File: src/rtl/maze_pkg.sv
// Shared types, constants and neighbour helpers for the 16x16 DFS maze solver.
package maze_pkg;

  localparam int         MAZE_DIM     = 16;
  localparam logic [3:0] MAX_COORD    = 4'd15;
  localparam logic [3:0] GOAL_X       = 4'd15;
  localparam logic [3:0] GOAL_Y       = 4'd15;
  localparam logic       CELL_FREE    = 1'b0;
  localparam logic       CELL_BLOCKED = 1'b1;

  typedef enum logic [1:0] {
    DIR_DOWN  = 2'd0,
    DIR_RIGHT = 2'd1,
    DIR_UP    = 2'd2,
    DIR_LEFT  = 2'd3
  } dir_t;

  typedef enum logic [2:0] {
    ST_IDLE      = 3'd0,
    ST_CHECK     = 3'd1,
    ST_MARK      = 3'd2,
    ST_PROBE     = 3'd3,
    ST_BACKTRACK = 3'd4,
    ST_DONE      = 3'd5,
    ST_FAIL      = 3'd6
`ifdef MAZE_PATH_REPLAY_EN
    , ST_REPLAY  = 3'd7
`endif
  } state_t;

  // Moving off the grid would wrap the 4-bit coordinate, so such neighbours are never touched.
  function automatic logic nb_in_range(input logic [3:0] x, input logic [3:0] y,
                                       input logic [1:0] d);
    logic ok;
    case (d)
      DIR_DOWN:  ok = (x != MAX_COORD);
      DIR_RIGHT: ok = (y != MAX_COORD);
      DIR_UP:    ok = (x != 4'd0);
      DIR_LEFT:  ok = (y != 4'd0);
      default:   ok = 1'b0;
    endcase
    return ok;
  endfunction

  function automatic logic [7:0] nb_pos(input logic [3:0] x, input logic [3:0] y,
                                        input logic [1:0] d);
    logic [7:0] p;
    case (d)
      DIR_DOWN:  p = {x + 4'd1, y};
      DIR_RIGHT: p = {x, y + 4'd1};
      DIR_UP:    p = {x - 4'd1, y};
      DIR_LEFT:  p = {x, y - 4'd1};
      default:   p = {x, y};
    endcase
    return p;
  endfunction

  function automatic logic [1:0] opposite(input logic [1:0] d);
    return d ^ 2'd2;
  endfunction

endpackage

File: src/rtl/maze_solver_dir_stack.sv
// dir_stack: 256 x 2-bit LIFO of DFS move directions; sp resets asynchronously to empty.
// With MAZE_PATH_REPLAY_EN an extra indexed read port exposes entries for path replay.
module dir_stack (
  input  logic       clk,
  input  logic       rst,
  input  logic       clear,
  input  logic       push,
  input  logic       pop,
  input  logic [1:0] din,
  output logic [1:0] dout,
  output logic [7:0] sp,
  output logic       empty
`ifdef MAZE_PATH_REPLAY_EN
  ,
  input  logic [7:0] rd_idx,
  output logic [1:0] rd_data
`endif
);

  logic [1:0] mem_r [256];
  logic [7:0] sp_r;

  // Stack pointer: clear wins, pop on empty is ignored.
  always_ff @(posedge clk or posedge rst) begin
    if (rst) begin
      sp_r <= 8'd0;
    end else if (clear) begin
      sp_r <= 8'd0;
    end else if (push) begin
      sp_r <= sp_r + 8'd1;
    end else if (pop && (sp_r != 8'd0)) begin
      sp_r <= sp_r - 8'd1;
    end else begin
      sp_r <= sp_r;
    end
  end

  // Entry storage; contents beyond sp are don't-care so no reset is needed.
  always_ff @(posedge clk) begin
    if (push && !clear) begin
      mem_r[sp_r] <= din;
    end
  end

  assign dout  = mem_r[sp_r - 8'd1];
  assign sp    = sp_r;
  assign empty = (sp_r == 8'd0);
`ifdef MAZE_PATH_REPLAY_EN
  assign rd_data = mem_r[rd_idx];
`endif

endmodule

File: src/rtl/maze_solver.sv
// maze_solver: depth-first search from (0,0) to (15,15) over an external 1-bit cell memory.
// Define MAZE_PATH_REPLAY_EN to stream the found path on path_valid/path_x/path_y.
module maze_solver
  import maze_pkg::*;
(
  input  logic       clk,
  input  logic       rst,
  input  logic       start,
  output logic [3:0] mem_x,
  output logic [3:0] mem_y,
  output logic       mem_rd,
  output logic       mem_wr,
  output logic       mem_din,
  input  logic       mem_dout,
  output logic       done,
  output logic       fail,
  output logic       path_valid,
  output logic [3:0] path_x,
  output logic [3:0] path_y
);

  state_t     state_r, state_n;
  logic [3:0] x_r, y_r, x_n, y_n;
  logic [1:0] dir_r, dir_n;
  logic       push_s, pop_s, clear_s;
  logic [1:0] stk_dout_s;
  logic [7:0] stk_sp_s;
  logic       stk_empty_s;
  logic [7:0] nb_s, back_s, probe_s;
  logic       rd_n, wr_n, done_n, fail_n;
  logic [3:0] ax_n, ay_n;
`ifdef MAZE_PATH_REPLAY_EN
  logic [7:0] idx_r, idx_n;
  logic [1:0] rep_dir_s;
  logic       pv_n;
  logic [3:0] px_n, py_n;
`endif

  dir_stack u_stack (
    .clk   (clk),
    .rst   (rst),
    .clear (clear_s),
    .push  (push_s),
    .pop   (pop_s),
    .din   (dir_r),
    .dout  (stk_dout_s),
    .sp    (stk_sp_s),
    .empty (stk_empty_s)
`ifdef MAZE_PATH_REPLAY_EN
    ,
    .rd_idx  (idx_r),
    .rd_data (rep_dir_s)
`endif
  );

  assign nb_s   = nb_pos(x_r, y_r, dir_r);
  assign back_s = nb_pos(x_r, y_r, opposite(stk_dout_s));

  // Next-state logic for the DFS walk.
  always_comb begin
    state_n = state_r;
    x_n     = x_r;
    y_n     = y_r;
    dir_n   = dir_r;
    push_s  = 1'b0;
    pop_s   = 1'b0;
    clear_s = 1'b0;
`ifdef MAZE_PATH_REPLAY_EN
    idx_n   = idx_r;
`endif
    case (state_r)
      ST_IDLE, ST_DONE, ST_FAIL: begin
        if (start) begin
          state_n = ST_CHECK;
          x_n     = 4'd0;
          y_n     = 4'd0;
          dir_n   = 2'd0;
          clear_s = 1'b1;
        end else begin
          state_n = state_r;
        end
      end
      ST_CHECK: begin
        if (mem_dout == CELL_BLOCKED) begin
          state_n = ST_FAIL;
        end else begin
          state_n = ST_MARK;
        end
      end
      ST_MARK: begin
        if ((x_r == GOAL_X) && (y_r == GOAL_Y)) begin
`ifdef MAZE_PATH_REPLAY_EN
          state_n = ST_REPLAY;
          x_n     = 4'd0;
          y_n     = 4'd0;
          idx_n   = 8'd0;
`else
          state_n = ST_DONE;
`endif
        end else begin
          dir_n   = 2'd0;
          state_n = ST_PROBE;
        end
      end
      ST_PROBE: begin
        if (nb_in_range(x_r, y_r, dir_r) && (mem_dout == CELL_FREE)) begin
          // Visited marking keeps the depth below 255; the guard only protects the stack.
          push_s     = (stk_sp_s != 8'hFF);
          {x_n, y_n} = nb_s;
          state_n    = ST_MARK;
        end else if (dir_r == DIR_LEFT) begin
          state_n = ST_BACKTRACK;
        end else begin
          dir_n = dir_r + 2'd1;
        end
      end
      ST_BACKTRACK: begin
        if (stk_empty_s) begin
          state_n = ST_FAIL;
        end else begin
          pop_s      = 1'b1;
          {x_n, y_n} = back_s;
          if (stk_dout_s != DIR_LEFT) begin
            dir_n   = stk_dout_s + 2'd1;
            state_n = ST_PROBE;
          end else begin
            state_n = ST_BACKTRACK;
          end
        end
      end
`ifdef MAZE_PATH_REPLAY_EN
      ST_REPLAY: begin
        if (idx_r == stk_sp_s) begin
          state_n = ST_DONE;
        end else begin
          {x_n, y_n} = nb_pos(x_r, y_r, rep_dir_s);
          idx_n      = idx_r + 8'd1;
        end
      end
`endif
      default: state_n = ST_IDLE;
    endcase
  end

  // Output decode from the upcoming state so every port comes straight from a flop.
  always_comb begin
    rd_n    = 1'b0;
    wr_n    = 1'b0;
    ax_n    = 4'd0;
    ay_n    = 4'd0;
    done_n  = 1'b0;
    fail_n  = 1'b0;
    probe_s = nb_pos(x_n, y_n, dir_n);
`ifdef MAZE_PATH_REPLAY_EN
    pv_n    = 1'b0;
    px_n    = 4'd0;
    py_n    = 4'd0;
`endif
    case (state_n)
      ST_CHECK: begin
        rd_n = 1'b1;
        ax_n = x_n;
        ay_n = y_n;
      end
      ST_MARK: begin
        wr_n = 1'b1;
        ax_n = x_n;
        ay_n = y_n;
      end
      ST_PROBE: begin
        if (nb_in_range(x_n, y_n, dir_n)) begin
          rd_n         = 1'b1;
          {ax_n, ay_n} = probe_s;
        end else begin
          ax_n = x_n;
          ay_n = y_n;
        end
      end
      ST_DONE: done_n = 1'b1;
      ST_FAIL: fail_n = 1'b1;
`ifdef MAZE_PATH_REPLAY_EN
      ST_REPLAY: begin
        pv_n = 1'b1;
        px_n = x_n;
        py_n = y_n;
      end
`endif
      default: begin
        rd_n = 1'b0;
        wr_n = 1'b0;
      end
    endcase
  end

  // Solver state registers.
  always_ff @(posedge clk or posedge rst) begin
    if (rst) begin
      state_r <= ST_IDLE;
      x_r     <= 4'd0;
      y_r     <= 4'd0;
      dir_r   <= 2'd0;
`ifdef MAZE_PATH_REPLAY_EN
      idx_r   <= 8'd0;
`endif
    end else begin
      state_r <= state_n;
      x_r     <= x_n;
      y_r     <= y_n;
      dir_r   <= dir_n;
`ifdef MAZE_PATH_REPLAY_EN
      idx_r   <= idx_n;
`endif
    end
  end

  // Registered memory interface and result flags.
  always_ff @(posedge clk or posedge rst) begin
    if (rst) begin
      mem_rd  <= 1'b0;
      mem_wr  <= 1'b0;
      mem_din <= 1'b0;
      mem_x   <= 4'd0;
      mem_y   <= 4'd0;
      done    <= 1'b0;
      fail    <= 1'b0;
    end else begin
      mem_rd  <= rd_n;
      mem_wr  <= wr_n;
      mem_din <= wr_n ? CELL_BLOCKED : CELL_FREE;
      mem_x   <= ax_n;
      mem_y   <= ay_n;
      done    <= done_n;
      fail    <= fail_n;
    end
  end

`ifdef MAZE_PATH_REPLAY_EN
  // Registered replay stream.
  always_ff @(posedge clk or posedge rst) begin
    if (rst) begin
      path_valid <= 1'b0;
      path_x     <= 4'd0;
      path_y     <= 4'd0;
    end else begin
      path_valid <= pv_n;
      path_x     <= px_n;
      path_y     <= py_n;
    end
  end
`else
  assign path_valid = 1'b0;
  assign path_x     = 4'd0;
  assign path_y     = 4'd0;
`endif

endmodule

File: config.mk
export PLATFORM = sky130hd
export DESIGN_NAME = maze_solver
export DESIGN_NICKNAME = d
export VERILOG_FILES = /design/src/rtl/maze_pkg.sv /design/src/rtl/maze_solver_dir_stack.sv /design/src/rtl/maze_solver.sv
export SDC_FILE = /design/constraint.sdc
export NUM_CORES = 1
export LEC_CHECK = 0
export ABC_AREA = 1
export ABC_CLOCK_PERIOD_IN_PS = 8750
export BUFFER_PORTS_ARGS = -buffer_cell sky130_fd_sc_hd__buf_2
export CELL_PAD_IN_SITES_DETAIL_PLACEMENT = 1
export CELL_PAD_IN_SITES_GLOBAL_PLACEMENT = 1
export CORE_AREA = 2 2 269 271
export DETAILED_ROUTE_END_ITERATION = 7
export DIE_AREA = 0 0 271 273
export GPL_TIMING_DRIVEN = 0
export PLACE_DENSITY_LB_ADDON = 0.1
export RECOVER_POWER = 25
export SYNTH_ARGS = -nofsm -noshare
export SYNTH_HDL_FRONTEND = slang
export SYNTH_SLANG_ARGS = --single-unit
File: constraint.sdc
create_clock -name clk -period 8.75 [get_ports clk]
set_clock_uncertainty 0.05 [all_clocks]
set_input_delay 0.4375 -clock clk [delete_from_list [all_inputs] [get_ports clk]]
set_output_delay 0.4375 -clock clk [all_outputs]
set_load 0.1 [all_outputs]
Word level (Yosys, flattened, before mapping)
Memory sizes are Yosys's and may differ from the RTL's.
Index checks and enable logic that the tools add are counted.

word-level totals
  flip-flop bits (word level) = 34
  bits in writable memories = 512
  output and inout port bits = 22
  logic and storage cells = 124
  memories kept = 1

operators by class
  add/sub/neg operators = 12
  equal/unequal tests = 28
  multiplexer cells = 51
  bitwise operators = 2
  reductions and logical operators = 18

memories
  memory         depth  width  rd ports  clocked after Yosys merged registers in  wr ports  RTL line                     text
  u_stack.mem_r  256    2      1         0                                        1         maze_solver_dir_stack.sv:20  logic [1:0] mem_r [256];

operators by type and width
  operator               number
  $pmux W8 S4            3
  $mux W4                8
  $mux W8                3
  $pmux W4 S3            2
  $mux W3                7
  $add A4 B1 Y4 const B  4
  $ne A4 B4 Y1 const B   4
  $pmux W4 S2            2
  $reduce_bool A4 Y1     4
  $sub A4 B1 Y4 const B  4
  $eq A3 B3 Y1 const B   5
  $mux W1                15
  $pmux W3 S5            1
  $eq A2 B2 Y1 const B   6
  $eq A3 B2 Y1 const B   4
  $mux W2                6
  $add A8 B1 Y8 const B  1
  $eq A4 B4 Y1 const B   2
  $logic_not A8 Y1       1
  $ne A8 B8 Y1 const B   1
  $pmux W1 S4            2
  $pmux W2 S4            1
  $reduce_bool A8 Y1     1
  $sub A8 B1 Y8 const B  1
  13 further kinds       23

Longest topological paths before layout
An unclocked memory read counts as a cell.

  depth in word-level cells = 12
  depth in mapped cells = 43
  gate-level depth less buffers = 35

By module
From an unflattened synthesis, not the netlist that was laid out.

unflattened totals
  cells, all modules = 2676
  area, all modules = 25877.3 um^2

by module, submodules not included
  module       instances  cells each  area each (um^2)  seq. area each (um^2)
  dir_stack    1          2249        23099.7           15574.9
  maze_solver  1          427         2777.7            625.6

Worst setup path before layout
OpenSTA, ideal clock, no wires.

  path kind = reg-to-reg
  start = register dir_r[1]
  end = register mem_x[3]
  arrival time = 6.001 ns
  data required time = 8.582 ns
  path slack = 2.582 ns
  stages on the path, launching flop included = 21
  path buffers = 0
  path through = dfrtp_1 > inv_1 > nor2_1 > nand4_1 > nand3b_1 > nor2_2 > inv_1 > o21ai_0 > o21ai_0 > o21bai_1 > nand4_4 > inv_1 > ha_1 > a21oi_1 > nand3_1 > nand2_1 > nand2_1 > nand2_1 > nand2_1 > nand3_1 > nand2_1

on the way
  longest elaborated chain between the ends = 11

RTL lines
  item                                        RTL line                            text
  start: declaration                          maze_solver.sv:24                   logic [1:0] dir_r, dir_n;
  start signal: assignment                    maze_solver.sv:209                  dir_r <= dir_n;
  $eq A2 B2 Y1, or another cell as far along  maze_pkg.sv:35, maze_solver.sv:111
  $pmux W1 S4                                 maze_pkg.sv:35                      case (d)
  $mux W1                                     maze_solver.sv:71                   case (state_r)
  $logic_and A1 B1 Y1                         maze_solver.sv:106                  if (nb_in_range(x_r, y_r, dir_r) && (mem_dout == CELL_FREE)) begin
  $mux W2                                     maze_solver.sv:106
  $pmux W2 S4 (*)                             maze_solver.sv:71
  via dir_n[1]                                maze_solver.sv:24
  $eq A2 B2 Y1, or another cell as far along  maze_pkg.sv:35, maze_pkg.sv:48
  $pmux W1 S4                                 maze_pkg.sv:35
  $mux W1                                     maze_solver.sv:159                  case (state_n)
  $mux W4 (*)                                 maze_solver.sv:171                  if (nb_in_range(x_n, y_n, dir_n)) begin
  $pmux W4 S2 (*)                             maze_solver.sv:159
  via ax_n[3]                                 maze_solver.sv:31                   logic [3:0] ax_n, ay_n;
  end signal: assignment                      maze_solver.sv:230                  mem_x <= ax_n;
  end: declaration                            maze_solver.sv:9                    output logic [3:0] mem_x,

Mark *: on every way through the listed nets, which the timed path passes. The rest lies on a longest branch. The select of a mux whose other input is x is not followed.
A chain may end at the register's enable or synchronous reset.

Worst setup path after layout
  start = register u_stack.sp_r[0] (netlist: u_stack.sp[0])
  end = register mem_x[3]

RTL lines
  item                                           RTL line                                text
  start: declaration                             maze_solver_dir_stack.sv:21             logic [7:0] sp_r;
  start signal: assignment                       maze_solver_dir_stack.sv:30             sp_r <= sp_r + 8'd1;
  start signal: assignment                       maze_solver_dir_stack.sv:32             sp_r <= sp_r - 8'd1;
  start signal: assignment                       maze_solver_dir_stack.sv:34             sp_r <= sp_r;
  $sub A8 B1 Y8                                  maze_solver_dir_stack.sv:45             assign dout = mem_r[sp_r - 8'd1];
  $mem_v2 Z256 W2                                --
  $add A2 B1 Y2 or $ne A2 B2 Y1 (tied branches)  maze_solver.sv:124, maze_solver.sv:123
  $mux W2                                        maze_solver.sv:123                      if (stk_dout_s != DIR_LEFT) begin
  $mux W2 (*)                                    maze_solver.sv:118                      if (stk_empty_s) begin
  $pmux W2 S4 (*)                                maze_solver.sv:71
  via dir_n[1]                                   maze_solver.sv:24
  $eq A2 B2 Y1, or another cell as far along     maze_pkg.sv:35, maze_pkg.sv:48
  $pmux W1 S4                                    maze_pkg.sv:35
  $mux W1                                        maze_solver.sv:159
  $mux W4 (*)                                    maze_solver.sv:171
  $pmux W4 S2 (*)                                maze_solver.sv:159
  via ax_n[3]                                    maze_solver.sv:31

Marks and branches as above.

==> results.json <==
{
  "tns_ns": 0,
  "vias": 19532,
  "synthFlopType": "edfxtp_1",
  "final.min_clock_period_ns": 8.43,
  "p_int_mw": 6.12,
  "worstMarginPinSlew_ns": 3.69,
  "rsz0062_at_grt": "no",
  "path_class": "reg -> reg",
  "die_x_um": 271,
  "drt_first_iter_violations": 2212,
  "design.core.area_sq_um": 71000,
  "synthArstFlopShare_pct": 6.06,
  "gp_congestion": 0.919,
  "synth_cell_types": 53,
  "crit_arrival_ns": 8.91,
  "slew_viol_final": 248,
  "ir_drop_v": 0.000304,
  "max-slew-margin-rel_pct": -146,
  "drc_errors": 0,
  "dr.pass1.iters": 5,
  "power_switching_mw": 6.38,
  "insertion_delay_ns": 0.67,
  "clk_pin_slew_ns": 0.06,
  "routed_wl_um": 107000,
  "min_path_type": "in -> reg",
  "ys_seq_area_share_pct": 65.5,
  "min_period_over_period_pct": 96.3,
  "power_frac_seq_pct": 26.1,
  "synth_seq_cells": 545,
  "layout-drive-gt1-share_pct": 8.60,
  "max_freq_mhz": 119,
  "port_buffers": 16,
  "synth_edf_count": 512,
  "slowest_stage": "buf_2",
  "cts.sinks": 545,
  "grt_pass1_wl_um": 150000,
  "required_ns": 9.24,
  "endpoint_kind": "register",
  "p_leak_nw": 9.96,
  "initial_core_util_pct": 34.8,
  "die_height_um": 273,
  "grt_pass1_vias": 20076,
  "swShare_pct": 51.0,
  "combPwrFrac_pct": 53.2,
  "crit_path_frequent_cell": "nand2_1",
  "syn_area_sq_um": 24700,
  "cts.htree.levels": 2,
  "syn_avg_cell_area_sq_um": 10.5,
  "dp_hpwl_um": 71400,
  "yosys_warnings": 0,
  "synthCells": 2349,
  "ant_nets": 0,
  "antenna_found_initial": 4,
  "final_hold_viol_count": 0,
  "layout_common_cells": "nand2_1 (582), edfxtp_1 (512), nor2_1 (302)",
  "multi_input_area_sq_um": 7510,
  "ctsLongestPathBuffers": 3,
  "fin_nets": 2465,
  "synthToLayoutAreaGrowth_pct": 13.8,
  "num_rows": 98,
  "ff_latch_area_sq_um": 16200,
  "avgRoutedWirePerCell_um": 31.0,
  "io_pins": 26,
  "start_kind": "register",
  "nFillCells": 7860,
  "critPathMaxStageDelay_ns": 0.47,
  "crit_fanout": 19,
  "mostFrequentLayoutCell": "nand2_1",
  "cts_buffers": 61,
  "clock_power_share_pct": 20.7,
  "vias_per_cell": 5.68,
  "gr-total-overflow": 0,
  "grt_usage_pct": 28.7,
  "finalPower_mw": 12.5,
  "cts_root_buffer": "clkbuf_16",
  "cts_tree": "yes",
  "violations": "max-capacitance violations, max-slew violations",
  "die-area_sq_um": 74000,
  "power_density_nw_per_um2": 444,
  "run_status": "complete, but fails checks",
  "grt_max_degree": 83,
  "setup_violations": 0,
  "maxCapViolations": 4
}
==> final timing paths <==
kind / start / endpoint / slack, ns / cells after the start
max: u_stack.sp[0] / mem_x[3] / 0.32 / 35
min: start / u_stack.sp[0] / 0.27 / 6
max reg2reg: u_stack.sp[0] / mem_x[3] / 0.32 / 35
min reg2reg: u_stack.sp[7] / u_stack.sp[7] / 0.59 / 2
max in group asynchronous: rst / dir_r[1] / 6.94 / 3
min in group asynchronous: rst / y_r[2] / 0.71 / 3
==> cell type report <==
| class | instances | share of cell area [%] |
|---|---|---|
| sequential | 545 | 57.6 |
| multi-input combinational | 1560 | 26.7 |
| clock buffer | 72 | 5.65 |
| tap | 950 | 4.22 |
| buffer | 150 | 2.53 |
| inverter | 100 | 1.36 |
| clock inverter | 37 | 1.32 |
| timing repair buffer | 23 | 0.653 |
| antenna | 1 | 0.00889 |
==> timing repair <==
item                                    in CTS  in global routing
resized for setup                           20                  7
buffers inserted                             0                  0
hold buffers                                 1                  0
endpoints found under the hold margin       33                  0
endpoints found under the setup margin      22                  8
==> synthesized netlist by cell type, types with 12 or more instances <==
library cell  count  share of area (%)
nand2_1         582                8.8
edfxtp_1        512                 62
nor2_1          302                4.6
nand3_1         289                5.8
a21oi_1         115                2.3
clkbuf_1         94                1.4
inv_1            88                1.3
o21ai_0          61                1.2
o211ai_1         36                1.1
a32o_1           33                1.3
dfrtp_1          33                3.3
buf_2            24               0.49
buf_1            20               0.30
ha_1             18               0.91
a22oi_1          17               0.52
a221oi_1         16               0.57
buf_4            12               0.36
xor2_1           12               0.42
==> cell families after synthesis <==
logic type | Yosys count | share of synthesized area (%)
AOI/OAI and AO/OA | 296 | 7.61
xor gates and xnor gates | 17 | 0.754
adders and majority gates | 20 | 1.07
buffers and inverters | 254 | 4.27
DFF | 545 | 65.5
other | 1 | 0.0152
and+or+nand+nor | 1216 | 20.8
==> through the flow <==
step / worst slack (ns) / cell area [sq um] / std cells / util, % / hold slack (ns)
after CTS: 0.0279 / 28200 / 3439 / 39.8 / 0.238
final: 0.325 / 28100 / 3438 / 39.6 / 0.268
after global routing: 0.0102 / 28100 / 3437 / 39.6 / 0.291
after global placement: -2.70 / 26000 / 3325 / 36.7 / 0.567
after detailed placement: -1.60 / 26200 / 3331 / 36.9 / 0.573
after floorplan: 2.58 / 24800 / 2359 / - / 0.500
==> critical path: cells and delay by family (launching register included) <==
kind            cells  cell delay, ns
simple gates       13            1.66
fa+ha+maj           3            1.02
flops               1            0.44
compound gates      8            1.74
buf+inv            11            3.35
==> flip-flops by register name (all words and copies together), names as in the netlist <==
signal / cells
dir_r: 2
done: 1
fail: 1
mem_din: 1
mem_rd: 1
mem_x: 4
mem_y: 4
state_r: 3
u_stack.mem_r: 512
u_stack.sp: 8
x_r: 4
y_r: 4
==> layer usage <==
metal  global-route usage [%]  vias to the layer above  wire length, um
li1                         -                     8391                -
met1                     38.1                    10107            44600
met2                     47.8                      820            50400
met3                     4.45                      208             7520
met4                     10.4                        6             4100
met5                        0                        -               47
==> power by group through the flow <==
stage | Sequential [mW] | Clock, mW | Combinational, mW
finish | 3.26 | 2.59 | 6.65
global route | 3.28 | 2.69 | 6.96
CTS | 3.25 | 2.60 | 6.56
detailed placement | 3.31 | 0 | 6.52
global placement | 3.62 | 0 | 6.22
floorplan | 3.54 | 0 | 3.25
Note: power is estimated with default switching activity, not from simulation.
